===== config.mk =====
export PLATFORM = sky130hd
export DESIGN_NAME = ntt_layer_scheduler
export DESIGN_NICKNAME = d
export VERILOG_FILES = /design/src/rtl/ntt_layer_scheduler.sv
export SDC_FILE = /design/constraint.sdc
export NUM_CORES = 1
export LEC_CHECK = 0
export BUFFER_PORTS_ARGS = -buffer_cell sky130_fd_sc_hd__buf_4
export CAP_MARGIN = 40
export CORE_MARGIN = 3
export CORE_UTILIZATION = 50
export CTS_BUF_LIST = sky130_fd_sc_hd__clkbuf_8 sky130_fd_sc_hd__clkbuf_16
export DETAILED_ROUTE_END_ITERATION = 6
export GPL_ROUTABILITY_DRIVEN = 0
export GPL_TIMING_DRIVEN = 1
export PLACE_DENSITY = 0.78
export SETUP_SLACK_MARGIN = 0.3
export SKIP_LAST_GASP = 1
export SYNTH_ARGS = -nofsm -noshare
export SYNTH_HDL_FRONTEND = slang
export SYNTH_SLANG_ARGS = --single-unit

===== constraint.sdc =====
create_clock -name clk_i -period 5.57 [get_ports clk_i]
set_input_delay 0.8355 -clock clk_i [delete_from_list [all_inputs] [get_ports clk_i]]
set_output_delay 0.8355 -clock clk_i [all_outputs]
set_load 0.01 [all_outputs]

===== src/rtl/ntt_layer_scheduler.sv =====
// ntt_layer_scheduler
//   Control stage in front of the butterfly unit. Walks all layers of a
//   Kyber-style NTT (Cooley-Tukey order) or INTT (Gentleman-Sande order)
//   over one polynomial in a dual-port coefficient RAM: one butterfly read
//   pair plus zeta index per cycle, then the matching write-back pair once
//   the butterfly pipeline has produced it. Between layers the write-back
//   delay line is drained so a read never overtakes a pending write.
//
// Ports
//   clk_i, reset_i          clock, synchronous active-high reset
//   start_i, mode_i         start pulse (ignored while busy), 1=NTT 0=INTT
//   busy_o, done_o          transform in flight / one-cycle completion pulse
//   ct_mode_o               latched mode for the butterfly
//   rd_en_o, rd_addr_a/b_o  RAM read strobe and address pair (j, j+len)
//   zeta_idx_o              zeta ROM address, same cycle as rd_en_o
//   bu_valid_o              butterfly input valid (rd_en_o + RD_LATENCY)
//   wr_en_o, wr_addr_a/b_o  write-back strobe and addresses (rd + D)
//   layer_o                 current layer, debug
module ntt_layer_scheduler #(
  parameter int LOG_N      = 8,
  parameter int NUM_LAYERS = 7,
  parameter int BU_LATENCY = 4,
  parameter int RD_LATENCY = 1
) (
  input  logic             clk_i,
  input  logic             reset_i,
  input  logic             start_i,
  input  logic             mode_i,
  output logic             busy_o,
  output logic             done_o,
  output logic             ct_mode_o,
  output logic             rd_en_o,
  output logic [LOG_N-1:0] rd_addr_a_o,
  output logic [LOG_N-1:0] rd_addr_b_o,
  output logic [LOG_N-2:0] zeta_idx_o,
  output logic             bu_valid_o,
  output logic             wr_en_o,
  output logic [LOG_N-1:0] wr_addr_a_o,
  output logic [LOG_N-1:0] wr_addr_b_o,
  output logic [2:0]       layer_o
);

  localparam int D  = RD_LATENCY + BU_LATENCY;  // read-to-write-back distance
  localparam int BW = LOG_N - 1;                // butterfly counter width
  localparam logic [2:0] LAST_L = 3'(NUM_LAYERS - 1);

  typedef enum logic [1:0] {IDLE, ISSUE, DRAIN, FINISH} state_t;

  typedef struct packed {
    logic [LOG_N-1:0] ra;
    logic [LOG_N-1:0] rb;
    logic [BW-1:0]    z;
  } bfly_t;

  state_t                  state;
  logic [BW-1:0]           b;
  logic [D:1]              vld_pipe;
  logic [D:1][LOG_N-1:0]   wa_pipe;
  logic [D:1][LOG_N-1:0]   wb_pipe;

  // Address pair and zeta index of butterfly bi in layer lay. len is a power
  // of two, so the group/offset split is a shift and a mask, and j+len is an
  // OR because bit log2(len) of j is always clear.
  function automatic bfly_t bfly_addr(input logic ct, input logic [2:0] lay,
                                      input logic [BW-1:0] bi);
    bfly_t            r;
    int               sh;
    logic [LOG_N-1:0] len, g, off, j;
    sh  = ct ? (LOG_N - 1 - int'(lay)) : (int'(lay) + 1);
    len = LOG_N'(1) << sh;
    g   = {1'b0, bi} >> sh;
    off = {1'b0, bi} & (len - LOG_N'(1));
    j   = (g << (sh + 1)) | off;
    r.ra = j;
    r.rb = j | len;
    if (ct) r.z = BW'((LOG_N'(1) << int'(lay)) + g);
    else    r.z = BW'((LOG_N'(1) << (NUM_LAYERS - int'(lay))) - LOG_N'(1) - g);
    return r;
  endfunction

  assign bu_valid_o  = vld_pipe[RD_LATENCY];
  assign wr_en_o     = vld_pipe[D];
  assign wr_addr_a_o = wa_pipe[D];
  assign wr_addr_b_o = wb_pipe[D];

  always_ff @(posedge clk_i) begin
    if (reset_i) begin
      state       <= IDLE;
      b           <= '0;
      layer_o     <= '0;
      busy_o      <= 1'b0;
      done_o      <= 1'b0;
      ct_mode_o   <= 1'b0;
      rd_en_o     <= 1'b0;
      rd_addr_a_o <= '0;
      rd_addr_b_o <= '0;
      zeta_idx_o  <= '0;
      vld_pipe    <= '0;
      wa_pipe     <= '0;
      wb_pipe     <= '0;
    end else begin
      vld_pipe <= {vld_pipe[D-1:1], rd_en_o};
      wa_pipe  <= {wa_pipe[D-1:1], rd_addr_a_o};
      wb_pipe  <= {wb_pipe[D-1:1], rd_addr_b_o};
      done_o   <= 1'b0;
      case (state)
        IDLE: if (start_i) begin
          state     <= ISSUE;
          ct_mode_o <= mode_i;
          layer_o   <= '0;
          b         <= '0;
          busy_o    <= 1'b1;
          rd_en_o   <= 1'b1;
          {rd_addr_a_o, rd_addr_b_o, zeta_idx_o} <= bfly_addr(mode_i, 3'd0, '0);
        end
        ISSUE: if (b == '1) begin
          state   <= DRAIN;
          rd_en_o <= 1'b0;
        end else begin
          b <= b + BW'(1);
          {rd_addr_a_o, rd_addr_b_o, zeta_idx_o} <= bfly_addr(ct_mode_o, layer_o, b + BW'(1));
        end
        // Leave when only the last write of the layer remains in flight; it
        // retires this cycle, so the next layer's first read follows it.
        DRAIN: if (~|vld_pipe[D-1:1]) begin
          if (layer_o == LAST_L) begin
            state  <= FINISH;
            busy_o <= 1'b0;
            done_o <= 1'b1;
          end else begin
            state   <= ISSUE;
            layer_o <= layer_o + 3'd1;
            b       <= '0;
            rd_en_o <= 1'b1;
            {rd_addr_a_o, rd_addr_b_o, zeta_idx_o} <= bfly_addr(ct_mode_o, layer_o + 3'd1, '0);
          end
        end
        FINISH: state <= IDLE;
        default: state <= IDLE;
      endcase
    end
  end

endmodule


==> out/results.ini <==
[worst_setup_path]
critical_path.top_delay_family = adder cells
crit_cells = 17
cp.arrival_ps = 4990
slowest_delay_ps = 590
cp_common_cell = ha_1
cp_slowest_cell = ha_1
crit_type = reg2reg
endpoint_kind = register
cp_data_required_time_ps = 5900
cp_max_fo = 17
worstPathCellList = ha_1 > ha_1 > inv_1 > o21a_1 > nor2_1 > nand3_1 > o21ai_0 > inv_1 > ha_1 > fa_1 > a21o_1 > nand2b_1 > o221a_2 > a41oi_1 > xnor2_1 > nor3_1 > nor3_1
reg2reg_depth = 17
cp-start-kind = register
crit_buf_inv = 2

[timing]
rsz0062_at_grt = false
hold_slack_ps = 436
slew_violations = 0
finClkSkew_ps = 13.3
slew_headroom = 0.438
tightest_slew_ps = 844
final_hold_viol_count = 0
fin_crit_ps = 4660
finalSetupTns_ps = 0
period_share = 0.836
max_freq_mhz = 215
finalSetupViolations = 0

[logic_synthesis]
synth-edff-count = 0
synth_area_leaders = dfxtp_1, nor2b_1, ha_1
ys_seq_area_frac = 0.385
synth_area_um2 = 6440
ys_async_sr_fraction = 0
synth_top_cell_by_area = dfxtp_1
avgSynthCellArea_um2 = 8.79
synth.top_cell.area_share = 0.385
synthDistinctLibCells = 80
syn-num-nets = 770
synth-seq-cells = 124
ys.warnings.count = 0
synthFlopType = dfxtp_1
post_synth_inst_count = 733

[routing]
routed-via-count = 5461
routedWlPerCell_um = 17.0
drc = 0
postRouteAntennaNets = 0
drt_first_iter_violations = 709
first_pass_iters = 6
vias_per_cell = 5.90
wirelength_mm = 15.7

[global_route]
overflow = 0
grtUsageTotal = 0.221
grt_pass1_vias = 5205
antenna_found_initial = 0
grt_pass1_wl_mm = 25.4
grt_max_degree = 84

[die]
die_x_um = 120
die_y_um = 120
fp.coreArea_um2 = 12300
dieArea_um2 = 14300
core.rowCount = 40
ios = 52
initial_core_util = 0.523

[clock_tree]
clock-root-buffer = clkbuf_16
cts_tree = done
clk_latency_ps = 410
clock_path_buffers = 2
cts_hold_buf = 0
clk_pin_slew_worst_paths_ps = 60
cts_sinks = 124
cts-htree-levels = 4
cts_made_buffers = 17

[place]
hpwl_mm = 11.0
io_buffers = 51

[outcome]
status = finished, final reports clean

[pwr]
p_total_uw = 3140
cellLeakagePower_uw = 0.00302
power_density_nw_per_um2 = 428
peakVddDrop_uv = 242

[final_layout]
final_common_cell = dfxtp_1
syn_to_final_growth_pct = 13.9
mostFrequentLayoutCells = dfxtp_1, nor2b_1, nor2_1
nets = 782
diodes = 0
drive_gt1_frac = 0.150
post-route-util = 0.596

[flow_run]
maxCapViolCount = 0

[min_path]
hp-class = reg2reg
min_path_cells = 1

==> flip-flops by register name, summed over array words and instances, names as in the netlist, 5 cells and up <==
signal       cells
rd_addr_a_o      8
wr_addr_a_o      8
wa_pipe         32
wb_pipe         32
vld_pipe         5
rd_addr_b_o      8
b                7
zeta_idx_o       7
wr_addr_b_o      8
==> stage by stage <==
| stage | setup slack (ps) | cells | area (um^2) |
|---|---|---|---|
| 6_report | 913 | 926 | 7340 |
| 5_1_grt | 477 | 926 | 7340 |
| 4_1_cts | 848 | 925 | 7320 |
| 3_5_place_dp | 870 | 893 | 6730 |
| 3_3_place_gp | 1090 | 892 | 6720 |
| 2_1_floorplan | 1300 | 733 | 6440 |
==> cell usage after synthesis, types with 3 or more instances <==
library cell / count
a21oi_1: 35
a221oi_1: 3
fa_1: 3
nor2b_1: 92
o21ai_0: 29
buf_4: 19
o211ai_1: 6
and3_1: 3
and2_1: 4
inv_1: 32
a22o_1: 3
buf_6: 3
buf_1: 3
nor2_1: 56
a31oi_1: 4
a21boi_0: 5
o32ai_1: 6
nand2_1: 48
o21bai_1: 3
a211oi_1: 5
a22oi_1: 11
buf_2: 8
nor3_1: 21
xnor2_1: 8
a211o_1: 3
o2bb2ai_1: 5
o22ai_1: 5
mux2i_1: 6
mux2_2: 3
nand4_1: 3
ha_1: 30
a21o_1: 13
xor2_1: 9
dfxtp_1: 124
clkbuf_1: 29
nand2b_1: 9
a311oi_1: 7
a41oi_1: 4
or3_1: 6
nand3_1: 11
==> worst paths after layout <==
path	from	end	slack, ps
max	layer_o[1]$_SDFFE_PP0P_	zeta_idx_o[6]$_SDFFE_PP0P_	910
min	wa_pipe[3]$_SDFF_PP0_	wa_pipe[11]$_SDFF_PP0_	440
max reg2reg	layer_o[1]$_SDFFE_PP0P_	zeta_idx_o[6]$_SDFFE_PP0P_	910
min reg2reg	wa_pipe[3]$_SDFF_PP0_	wa_pipe[11]$_SDFF_PP0_	440
==> per-layer routing <==
metal	vias up	track usage	wire [um]
li1	2573	-	-
met1	2521	0.267	6370
met2	286	0.344	7060
met3	81	0.0660	1400
met4	0	0.136	891
met5	-	0	0
==> layout make-up <==
type / count / area [um^2]
clock buffers: 17 / 425
repair buffers: 56 / 435
flip-flops and latches: 124 / 2480
well taps: 168 / 210
fillers: 1049 / 4970
clock inverters: 15 / 166
inverters: 33 / 124
multi-input cells: 513 / 3490
==> power by group <==
part	internal (uW)	switching (uW)	total, uW
Combinational	369	668	1040
Sequential	952	53.8	1010
Clock	668	429	1100
Total	1990	1150	3140
==> kinds of logic after synthesis <==
kind of cell,Yosys count,share of synthesized area
XOR/XNOR,18,0.0256
adder cells (fa/ha/maj),35,0.0709
AND/OR/NAND/NOR,269,0.222
flip-flops,124,0.385
multiplexers,9,0.0146
AO/OA/AOI/OAI,182,0.209
buffers and inverters,96,0.0723
==> what timing repair did <==
item / 4_1_cts / 5_1_grt
gates resized for setup: 0 / 1
setup buffers: 0 / 0
setup endpoints to repair: 0 / 1
No activity file was read; power rests on OpenSTA's default activity.
